## config.mk

```make
export PLATFORM = sky130hd
export DESIGN_NAME = tcdm2axi_bridge
export DESIGN_NICKNAME = d
export VERILOG_FILES = /design/src/rtl/tcdm2axi_bridge.sv
export SDC_FILE = /design/constraint.sdc
export NUM_CORES = 1
export LEC_CHECK = 0
export BUFFER_PORTS_ARGS = -buffer_cell sky130_fd_sc_hd__buf_2
export CAP_MARGIN = 20
export CORE_AREA = 2 2 171 173
export DETAILED_ROUTE_END_ITERATION = 10
export DIE_AREA = 0 0 173 175
export PLACE_DENSITY_LB_ADDON = 0.08
export SETUP_SLACK_MARGIN = 0.4
export SYNTH_ARGS = -nofsm -noshare
export SYNTH_HDL_FRONTEND = slang
export SYNTH_SLANG_ARGS = --single-unit
export TNS_END_PERCENT = 100
```

## constraint.sdc

```tcl
create_clock -name clk_i -period 4.2 [get_ports clk_i]
set_clock_uncertainty 0.2 [all_clocks]
set_input_delay 0.84 -clock clk_i [delete_from_list [all_inputs] [get_ports clk_i]]
set_output_delay 0.84 -clock clk_i [all_outputs]
set_load 0.005 [all_outputs]
```

## src/rtl/tcdm2axi_bridge.sv

```systemverilog
// TCDM-target to AXI4-master bridge: one single-beat AXI4 transaction per 32-bit TCDM
// request, a single transaction in flight, response returned on the TCDM r-channel.

package tcdm2axi_bridge_pkg;

  localparam int unsigned ADDR_W = 32;
  localparam int unsigned DATA_W = 64;
  localparam int unsigned STRB_W = DATA_W / 8;
  localparam int unsigned ID_W   = 6;
  localparam int unsigned USER_W = 6;

  typedef struct packed {
    logic [ID_W-1:0]   id;
    logic [ADDR_W-1:0] addr;
    logic [7:0]        len;
    logic [2:0]        size;
    logic [1:0]        burst;
    logic              lock;
    logic [3:0]        cache;
    logic [2:0]        prot;
    logic [3:0]        qos;
    logic [3:0]        region;
    logic [USER_W-1:0] user;
  } axi_ax_t;

  typedef struct packed {
    logic [DATA_W-1:0] data;
    logic [STRB_W-1:0] strb;
    logic              last;
    logic [USER_W-1:0] user;
  } axi_w_t;

  typedef struct packed {
    logic [ID_W-1:0]   id;
    logic [1:0]        resp;
    logic [USER_W-1:0] user;
  } axi_b_t;

  typedef struct packed {
    logic [ID_W-1:0]   id;
    logic [DATA_W-1:0] data;
    logic [1:0]        resp;
    logic              last;
    logic [USER_W-1:0] user;
  } axi_r_t;

  typedef struct packed {
    axi_ax_t aw;
    logic    aw_valid;
    axi_w_t  w;
    logic    w_valid;
    logic    b_ready;
    axi_ax_t ar;
    logic    ar_valid;
    logic    r_ready;
  } axi_req_t;

  typedef struct packed {
    logic   aw_ready;
    logic   ar_ready;
    logic   w_ready;
    logic   b_valid;
    axi_b_t b;
    logic   r_valid;
    axi_r_t r;
  } axi_resp_t;

endpackage

module tcdm2axi_bridge #(
  parameter int unsigned AXI_ADDR_WIDTH = 32,
  parameter int unsigned AXI_DATA_WIDTH = 64,
  parameter int unsigned AXI_ID_WIDTH   = 6,
  parameter int unsigned AXI_USER_WIDTH = 6,
  parameter int unsigned AXI_ID         = 0,
  parameter type         axi_req_t      = tcdm2axi_bridge_pkg::axi_req_t,
  parameter type         axi_resp_t     = tcdm2axi_bridge_pkg::axi_resp_t
) (
  input  logic        clk_i,
  input  logic        rst_i,
  input  logic        tcdm_req_i,
  output logic        tcdm_gnt_o,
  input  logic [31:0] tcdm_add_i,
  input  logic        tcdm_wen_i,
  input  logic [31:0] tcdm_data_i,
  input  logic [3:0]  tcdm_be_i,
  output logic        tcdm_r_valid_o,
  output logic [31:0] tcdm_r_data_o,
  output logic        tcdm_r_opc_o,
  input  logic        tcdm_r_ready_i,
  output axi_req_t    axi_master_req_o,
  input  axi_resp_t   axi_master_resp_i,
  output logic        busy_o
);

  localparam int unsigned NUM_LANES  = AXI_DATA_WIDTH / 32;
  localparam int unsigned STRB_WIDTH = AXI_DATA_WIDTH / 8;
  localparam int unsigned LANE_BITS  = (NUM_LANES > 1) ? $clog2(NUM_LANES) : 1;

  typedef enum logic [2:0] {
    IDLE,
    WRITE,
    B_WAIT,
    READ,
    R_WAIT,
    RESP
  } state_e;

  state_e               state_q, state_d;
  logic [31:0]          add_q, data_q;
  logic [3:0]           be_q;
  logic                 aw_done_q, aw_done_d;
  logic                 w_done_q, w_done_d;
  logic [31:0]          rsp_data_q, rsp_data_d;
  logic                 rsp_opc_q, rsp_opc_d;
  logic                 gnt;
  logic [LANE_BITS-1:0] lane;
  logic [STRB_WIDTH-1:0] lane_strb;
  logic [31:0]          lane_rdata;

  assign gnt = tcdm_req_i && (state_q == IDLE);

  if (NUM_LANES > 1) begin : g_lane
    assign lane = add_q[LANE_BITS+1:2];
  end else begin : g_single_lane
    assign lane = '0;
  end

  assign lane_strb  = STRB_WIDTH'(be_q) << {lane, 2'b00};
  assign lane_rdata = 32'(axi_master_resp_i.r.data >> {lane, 5'd0});

  // NOTE: every variable written here gets a default first, so no path leaves it
  // unassigned and no latch is inferred.
  always_comb begin
    state_d    = state_q;
    aw_done_d  = aw_done_q;
    w_done_d   = w_done_q;
    rsp_data_d = rsp_data_q;
    rsp_opc_d  = rsp_opc_q;

    case (state_q)
      IDLE: begin
        if (tcdm_req_i) begin
          state_d   = tcdm_wen_i ? READ : WRITE;
          aw_done_d = 1'b0;
          w_done_d  = 1'b0;
        end
      end
      WRITE: begin
        // AW and W finish independently; either order or the same cycle is fine.
        aw_done_d = aw_done_q | axi_master_resp_i.aw_ready;
        w_done_d  = w_done_q | axi_master_resp_i.w_ready;
        if (aw_done_d && w_done_d) state_d = B_WAIT;
      end
      B_WAIT: begin
        if (axi_master_resp_i.b_valid) begin
          rsp_data_d = '0;
          rsp_opc_d  = axi_master_resp_i.b.resp[1];
          state_d    = RESP;
        end
      end
      READ: begin
        if (axi_master_resp_i.ar_ready) state_d = R_WAIT;
      end
      R_WAIT: begin
        if (axi_master_resp_i.r_valid) begin
          rsp_data_d = lane_rdata;
          rsp_opc_d  = axi_master_resp_i.r.resp[1];
          state_d    = RESP;
        end
      end
      RESP: begin
        if (tcdm_r_ready_i) state_d = IDLE;
      end
      default: state_d = IDLE;
    endcase
  end

  // NOTE: sequential state uses non-blocking assignments so every register samples
  // values from before the clock edge, independent of statement order.
  always_ff @(posedge clk_i or posedge rst_i) begin
    if (rst_i) begin
      state_q    <= IDLE;
      aw_done_q  <= 1'b0;
      w_done_q   <= 1'b0;
      rsp_data_q <= '0;
      rsp_opc_q  <= 1'b0;
      add_q      <= '0;
      data_q     <= '0;
      be_q       <= '0;
    end else begin
      state_q    <= state_d;
      aw_done_q  <= aw_done_d;
      w_done_q   <= w_done_d;
      rsp_data_q <= rsp_data_d;
      rsp_opc_q  <= rsp_opc_d;
      if (gnt) begin
        add_q  <= tcdm_add_i;
        data_q <= tcdm_data_i;
        be_q   <= tcdm_be_i;
      end
    end
  end

  // Valids/readies decode straight from the state register, so reset drops them at once.
  always_comb begin
    axi_master_req_o = '0;

    axi_master_req_o.aw.id    = AXI_ID_WIDTH'(AXI_ID);
    axi_master_req_o.aw.addr  = AXI_ADDR_WIDTH'({add_q[31:2], 2'b00});
    axi_master_req_o.aw.len   = 8'd0;
    axi_master_req_o.aw.size  = 3'b010;
    axi_master_req_o.aw.burst = 2'b01;
    axi_master_req_o.aw.user  = {AXI_USER_WIDTH{1'b0}};

    axi_master_req_o.ar.id    = AXI_ID_WIDTH'(AXI_ID);
    axi_master_req_o.ar.addr  = AXI_ADDR_WIDTH'({add_q[31:2], 2'b00});
    axi_master_req_o.ar.len   = 8'd0;
    axi_master_req_o.ar.size  = 3'b010;
    axi_master_req_o.ar.burst = 2'b01;
    axi_master_req_o.ar.user  = {AXI_USER_WIDTH{1'b0}};

    axi_master_req_o.w.data = {NUM_LANES{data_q}};
    axi_master_req_o.w.strb = lane_strb;
    axi_master_req_o.w.last = 1'b1;
    axi_master_req_o.w.user = {AXI_USER_WIDTH{1'b0}};

    axi_master_req_o.aw_valid = (state_q == WRITE) && !aw_done_q;
    axi_master_req_o.w_valid  = (state_q == WRITE) && !w_done_q;
    axi_master_req_o.b_ready  = (state_q == B_WAIT);
    axi_master_req_o.ar_valid = (state_q == READ);
    axi_master_req_o.r_ready  = (state_q == R_WAIT);
  end

  logic unused_resp;
  assign unused_resp = ^{axi_master_resp_i.b.id, axi_master_resp_i.b.user,
                         axi_master_resp_i.b.resp[0], axi_master_resp_i.r.id,
                         axi_master_resp_i.r.last, axi_master_resp_i.r.user,
                         axi_master_resp_i.r.resp[0]};

  assign tcdm_gnt_o     = gnt;
  assign tcdm_r_valid_o = (state_q == RESP);
  assign tcdm_r_data_o  = rsp_data_q;
  assign tcdm_r_opc_o   = rsp_opc_q;
  assign busy_o         = (state_q != IDLE);

endmodule

```

## Word-level counts from Yosys, hierarchy flattened

Cells that the tools add are included.

- Bitwise logic cells: 2
- Muxes and demuxes: 17
- Reductions and logical operators: 13
- Eq/ne operators: 11
- Shifts and indexed selects: 2

Operators by type and width:

| operator | count |
|---|---|
| 2-to-1 mux 32 bit | 2 |
| case mux 32 bit (2 select lines) | 1 |
| right shift 64 x 6 -> 32 bit | 1 |
| 2-to-1 mux 3 bit | 6 |
| case mux 3 bit (6 select lines) | 1 |
| != test 2 x 1 -> 1 bit (second input constant) | 4 |
| left shift 4 x 3 -> 8 bit | 1 |
| == test 3 x 2 -> 1 bit (second input constant) | 2 |
| == test 3 bit (second input constant) | 2 |
| case mux 1 bit (2 select lines) | 3 |
| AND reduction 6 bit | 1 |
| logical AND 1 bit | 4 |
| != test 2 bit (second input constant) | 2 |
| nonzero test 2 bit | 2 |
| == test 3 x 1 -> 1 bit (second input constant) | 1 |
| zero test 3 bit | 1 |
| 2-to-1 mux 1 bit | 3 |
| AND reduction 3 bit | 1 |
| nonzero test 3 bit | 1 |
| zero test 1 bit | 2 |
| 2-to-1 mux 2 bit | 1 |
| OR 1 bit | 2 |
| AND reduction 2 bit | 1 |

- Register bits after elaboration: 106
- Output and inout port bits: 266
- Logic and storage cells: 53

## Logic depth before layout (Yosys ltp)

Gate-level depths: netlist (run 1).

- Word-level depth: 4
- Gate-level depth with buffers: 6
- Mapped depth without buffers: 3

## Worst setup path after synthesis (run 1)

No wires, ideal clock.

- Path type: input to output
- Start: input tcdm_req_i
- End: output tcdm_gnt_o
- Setup slack: 1774 ps
- Path buffers: 3
- Cell stages on the path: 4
- Data required time: 3160 ps
- Arrival: 1386 ps
- Path through: and3_1 buf_6 buf_8 buf_12

- Word-level cells in the longest chain between the ends: 1

Ends and longest elaborated chain:

| what | line | RTL |
|---|---|---|
| start, declared | 81 | `input logic tcdm_req_i,` |
| logical AND 1 bit | 121 | `assign gnt = tcdm_req_i && (state_q == IDLE);` |
| end, declared | 82 | `output logic tcdm_gnt_o,` |

Every way passes these cells.

## Worst setup path after layout (run 1)

- Start: register state_q[1]
- End: output tcdm_gnt_o

- Word-level cells in the longest chain between the ends: 2

Ends and longest elaborated chain:

| what | line | RTL |
|---|---|---|
| start, declared | 109 | `state_e state_q, state_d;` |
| start signal, assigned | 192 | `state_q <= state_d;` |
| zero test 3 bit | 121 |  |
| logical AND 1 bit | 121 |  |

Every way passes these cells.

==> impl_metrics.json, run 1 <==
{
  "status": "finished, final reports clean",
  "setup-tns-final_ps": 0,
  "track_usage_pct": 9.841,
  "grt_max_degree": 67,
  "start_kind": "register",
  "grtUsageMet1_pct": 12.02,
  "nets": 878,
  "totalPowerFinal_mw": 5.024,
  "synth_area_leaders": "dfrtp_1 (46%), buf_4 (20%), mux2_2 (8.1%)",
  "rr_startpoint": "state_q[1]",
  "synth_top_cell_area_share_pct": 45.80,
  "grt_pass1_wl_um": 22860,
  "grt_pass1_vias": 3836,
  "cts-root-buf": "clkbuf_16",
  "cts_setup_buffers": 0,
  "numClockSinks": 104,
  "critPathMaxFanout": 15,
  "r2r_end": "add_q[21]",
  "clkLatencyLatePin_ps": 350,
  "synth-main-ff-cell": "dfrtp_1",
  "p_leak_nw": 3.786,
  "ys_seq_area_share_pct": 45.80,
  "met3_usage_pct": 3.198,
  "worst-endpoint-required_ps": 3160,
  "io_pins": 437,
  "holdWs_ps": 285.3,
  "hold_class": "register to register",
  "cts_tree": "yes",
  "clk_pin_slew_worst_paths_ps": 80,
  "dieArea_sq_mm": 0.03028,
  "antenna_left": 0,
  "finalCritPeriodShare_pct": 62.95,
  "vias_per_cell": 3.582,
  "worst_slew_pin_slew_ps": 762.9,
  "synth_common_cells": "buf_4 (155), dfrtp_1 (104), mux2_2 (41)",
  "cp-end-kind": "primary output",
  "dieWidth_um": 173,
  "die_h_um": 175,
  "yosysWarnings": 0,
  "post-route-min-period_ps": 2644,
  "portBuffers": 314,
  "setup_viol_count_final": 0,
  "holdBufCountCts": 0,
  "syn_area_sq_mm": 0.005682,
  "slew_headroom_pct": 49.14,
  "vdd_drop_max_mv": 0.2983,
  "drive_above_1_share_pct": 57.87,
  "synth_most_common_cell": "buf_4",
  "syn_avg_cell_area_sq_um": 12.32,
  "hold_viol_final": 0,
  "htree_levels": 3,
  "p_per_area_mw_per_mm2": 703.1,
  "crit_start": "state_q[1]",
  "drc": 0,
  "detail_route.wl_per_cell_um": 14.27,
  "synth-edff-count": 0,
  "busiest_layer": "met2",
  "diodes": 0,
  "clockBufferDepth": 2,
  "grtUsageMet2_pct": 16.58,
  "place.gp.congestion": 0.7539,
  "syn_inst": 461,
  "drt_iter0_markers": 87,
  "initial_core_util_pct": 20.01,
  "core_sq_mm": 0.02839,
  "slew_violations": 0,
  "async_reset_ff_share_pct": 100.0,
  "rows": 62,
  "setup.worst_path.end": "tcdm_gnt_o",
  "maxCapViolCount": 0,
  "synthToLayoutAreaGrowth_pct": 25.77,
  "synth.ff_latch_count": 104,
  "dp.final_hpwl_um": 11920,
  "reg2reg_depth": 4,
  "ys_types": 31,
  "r2r_slack_ps": 1970,
  "critPathKind": "register to primary output",
  "synth_area_leader_cell": "dfrtp_1",
  "arrival_ps": 1600,
  "nFillCells": 3057,
  "rsz0062_at_grt": "false",
  "antenna_found_initial": 0,
  "numCtsBuffers": 9,
  "wirelength_um": 15640,
  "clock.fmax_ghz": 0.3782,
  "dpl-instance-area_sq_mm": 0.006859,
  "vias": 3926,
  "drtPass1Iterations": 4,
  "postCtsResizedCells": 0,
  "final_area_sq_mm": 0.007146,
  "overflow": 0
}
==> report_power, final <==
| part | switching (mW) | internal, mW | total (mW) |
|---|---|---|---|
| registers | 0.403 | 1.52 | 1.92 |
| clock network | 0.431 | 0.420 | 0.851 |
| logic | 0.946 | 1.31 | 2.25 |
==> metrics by stage <==
step / utilization (%) / worst slack [ps] / instances
2_1_floorplan: - / 427.8 / 552
3_3_place_gp: 24.06 / 1760 / 1079
3_5_place_dp: 24.16 / 1767 / 1080
4_1_cts: 25.17 / 1486 / 1096
5_1_grt: 25.17 / 1441 / 1096
6_report: 25.17 / 1556 / 1096
==> how the worst min path moves through the flow <==
stage | from | end | cells after the start
3_5_place_dp | tcdm_r_data_o[1] | tcdm_r_data_o[1] | 1
6_report | tcdm_r_data_o[13] | tcdm_r_data_o[13] | 1
3_3_place_gp | tcdm_r_data_o[3] | tcdm_r_data_o[3] | 1
5_1_grt | tcdm_r_data_o[8] | tcdm_r_data_o[8] | 1
4_1_cts | tcdm_r_data_o[9] | tcdm_r_data_o[9] | 1
2_1_floorplan | tcdm_r_data_o[0] | tcdm_r_data_o[0] | 1
==> routing by layer <==
layer	routed length, um	vias to the layer above
li1	-	1817
met1	6541	1849
met2	7549	248
met3	1355	12
met4	192	0
met5	0	-
==> sequential cells by signal, summed over array words and instances (netlist names) <==
| name | flops |
|---|---|
| state_q | 3 |
| w_done_q | 1 |
| tcdm_r_data_o | 32 |
| be_q | 4 |
| add_q | 30 |
| tcdm_r_opc_o | 1 |
| aw_done_q | 1 |
| data_q | 32 |
==> cells in the final DEF (no fill, tap or decap), types with 3 or more instances in the layout <==
master	count
buf_2	314
o2bb2ai_1	32
mux2_2	41
inv_6	3
clkbuf_16	9
nor2b_1	4
conb_1	93
dfrtp_1	103
and2_1	4
mux2_4	29
nand2_1	5
buf_4	3
a21oi_1	8
mux2i_1	32
nor2_1	4
==> kinds of logic (layout without fill, tap and decap cells) <==
kind of cell	after synthesis	in the layout	synth area share (%)
AND/OR/NAND/NOR	27	27	2.797
buffers and inverters	179	339	23.41
multiplexers	102	102	21.43
flip-flops	104	104	45.80
other	2	93	0.1322
AO/OA/AOI/OAI	47	47	6.430
==> critical path, stage by stage, from the launching register on <==
cell and delay [ps]:
dfrtp_1 550, nor2_2 270, and3_4 270, buf_2 160
==> final cells by class <==
type	count	area, sq um	share of cell area [%]
tap	384	480.5	6.724
clock buffer	10	229.0	3.204
multi-input combinational	269	2100	29.38
sequential	104	2604	36.44
timing repair buffer	320	1662	23.25
inverter	3	13.76	0.1926
clock inverter	6	57.56	0.8055
(Power assumes the default switching activity.)
==> run 2: changes to the inputs <==
==> constraint.sdc (replaced) <==
create_clock -name clk_i -period 2.51 [get_ports clk_i]
set_clock_uncertainty 0.2 [all_clocks]
set_input_delay 0.502 -clock clk_i [delete_from_list [all_inputs] [get_ports clk_i]]
set_output_delay 0.502 -clock clk_i [all_outputs]
set_load 0.005 [all_outputs]
==> run 2 against run 1 <==
Effect of this change: global-route usage rose by 0.079 points; critical endpoint is now axi_master_req_o[0]; final area rose by 2.1%; largest power group unchanged; critical path depth did not move.
==> impl_metrics.json, run 2 (synthesized netlist as in run 1, its figures left out) <==
{
  "status": "finished, final reports clean",
  "finalCritPeriodShare_pct": 81.49,
  "multi_input_area_sq_mm": 0.002113,
  "rows": 62,
  "clock.fmax_ghz": 0.4889,
  "htree_levels": 3,
  "p_per_area_mw_per_mm2": 1181,
  "grt_pass1_wl_um": 23270,
  "hold_class": "primary input to asynchronous set/reset pin",
  "grt_pass1_vias": 4000,
  "start_kind": "register",
  "synthToLayoutAreaGrowth_pct": 28.39,
  "core_sq_mm": 0.02839,
  "wirelength_um": 15540,
  "dp.final_hpwl_um": 12100,
  "drive_above_1_share_pct": 59.26,
  "rr_startpoint": "state_q[0]",
  "rsz0062_at_grt": "true",
  "setup_viol_count_final": 0,
  "most-common-layout-cells": "buf_2 (314), dfrtp_1 (102), conb_1 (93)",
  "portBuffers": 314,
  "cp_slowest_stage_delay_ps": 420,
  "initial_core_util_pct": 20.01,
  "dieArea_sq_mm": 0.03028,
  "reg2reg_depth": 5,
  "io_pins": 437,
  "drtPass1Iterations": 4,
  "cts_tree": "yes",
  "clkPwrFrac_pct": 16.5,
  "clockBufferDepth": 2,
  "nets": 895,
  "r2r_slack_ps": 540,
  "seqPwrFrac_pct": 37.3,
  "seqCellArea_sq_mm": 0.002608,
  "post-route-min-period_ps": 2045,
  "p_leak_nw": 3.865,
  "dieWidth_um": 173,
  "critPathKind": "register to primary output",
  "worst-endpoint-required_ps": 1810,
  "place.gp.congestion": 0.7628,
  "swShare_pct": 35.42,
  "netSwitchingPower_mw": 3.050,
  "setup-tns-final_ps": 0,
  "antenna_found_initial": 0,
  "diodes": 0,
  "p_comb_share_pct": 46.1,
  "grt_max_degree": 49,
  "final_area_sq_mm": 0.007295,
  "cts-root-buf": "clkbuf_16",
  "numCtsBuffers": 9,
  "r2r_end": "data_q[26]",
  "clk_pin_slew_worst_paths_ps": 80,
  "cp-end-kind": "primary output",
  "vias": 3979,
  "nFillCells": 3026,
  "final_common_cell": "buf_2",
  "dpl-instance-area_sq_mm": 0.006900,
  "crit_chain": "buf_6 > nor3b_4 > buf_2",
  "intPower_mw": 5.562,
  "utilization_pct": 25.69,
  "maxCapViolCount": 0,
  "overflow": 0,
  "die_h_um": 175,
  "arrival_ps": 1340,
  "hold_viol_final": 0,
  "vdd_drop_max_mv": 0.4411,
  "track_usage_pct": 9.919,
  "slew_violations": 0,
  "drt_iter0_markers": 77,
  "detail_route.wl_per_cell_um": 13.96,
  "clkLatencyLatePin_ps": 350,
  "antenna_left": 0,
  "drc": 0,
  "vias_per_cell": 3.575,
  "numClockSinks": 104,
  "crit_slowest_cell": "dfrtp_1",
  "critPathMaxFanout": 10
}
run 2: layout make-up:
cell class	instances	area share [%]
well taps	384	6.587
flip-flops and latches	104	35.75
clock buffers	9	3.087
repair buffers	337	24.41
clock inverters	7	0.9949
inverters	3	0.2058
multi-input cells	269	28.97
run 2: per-stage QoR:
step           cells  hold slack (ps)  power (mW)  setup slack, ps
3_5_place_dp    1088            270.1       7.194            532.7
4_1_cts         1107            29.57       8.784            375.9
3_3_place_gp    1088            270.6       7.209            554.4
6_report        1113            42.93       8.613            464.6
2_1_floorplan    552            279.4       5.961            562.4
5_1_grt         1113            53.02       9.269            363.5
run 2: power by group through the flow:
stage          combinational (mW)  sequential, mW  clock (mW)
6_report                     3.97            3.22        1.42
5_1_grt                      4.33            3.36        1.58
4_1_cts                      4.00            3.24        1.55
3_5_place_dp                 3.96            3.24           0
3_3_place_gp                 3.98            3.23           0
2_1_floorplan                2.79            3.17           0
run 2: worst max-delay path by stage:
stage | startpoint | end | slack (ps) | cells after the start
3_3_place_gp | tcdm_req_i | data_q[25] | 550 | 4
5_1_grt | state_q[1] | axi_master_req_o[76] | 360 | 5
6_report | state_q[1] | axi_master_req_o[0] | 460 | 3
3_5_place_dp | state_q[2] | data_q[26] | 530 | 4
4_1_cts | state_q[1] | axi_master_req_o[0] | 380 | 3
2_1_floorplan | rst_i | add_q[10] | 560 | 1
run 2: per-layer routing:
| layer | vias up | global-route usage [%] | routed length (um) |
|---|---|---|---|
| met4 | 0 | 2.860 | 136 |
| met1 | 1868 | 11.75 | 6250 |
| met5 | - | 0 | 0 |
| met2 | 257 | 16.75 | 7627 |
| met3 | 7 | 3.742 | 1524 |
| li1 | 1847 | - | - |
run 2: repair_timing:
item / in CTS / in global routing
endpoints found under the setup margin: 9 / 3
pin swaps: 2 / 2
buffers inserted: 3 / 6
resized for setup: 4 / 4
hold buffers: 0 / 0
run 2: critical path, delay by kind of cell, from the launching register on:
kind | cells | cell delay, ps
flip-flops | 1 | 420
AND/OR/NAND/NOR | 1 | 250
buffers and inverters | 2 | 320
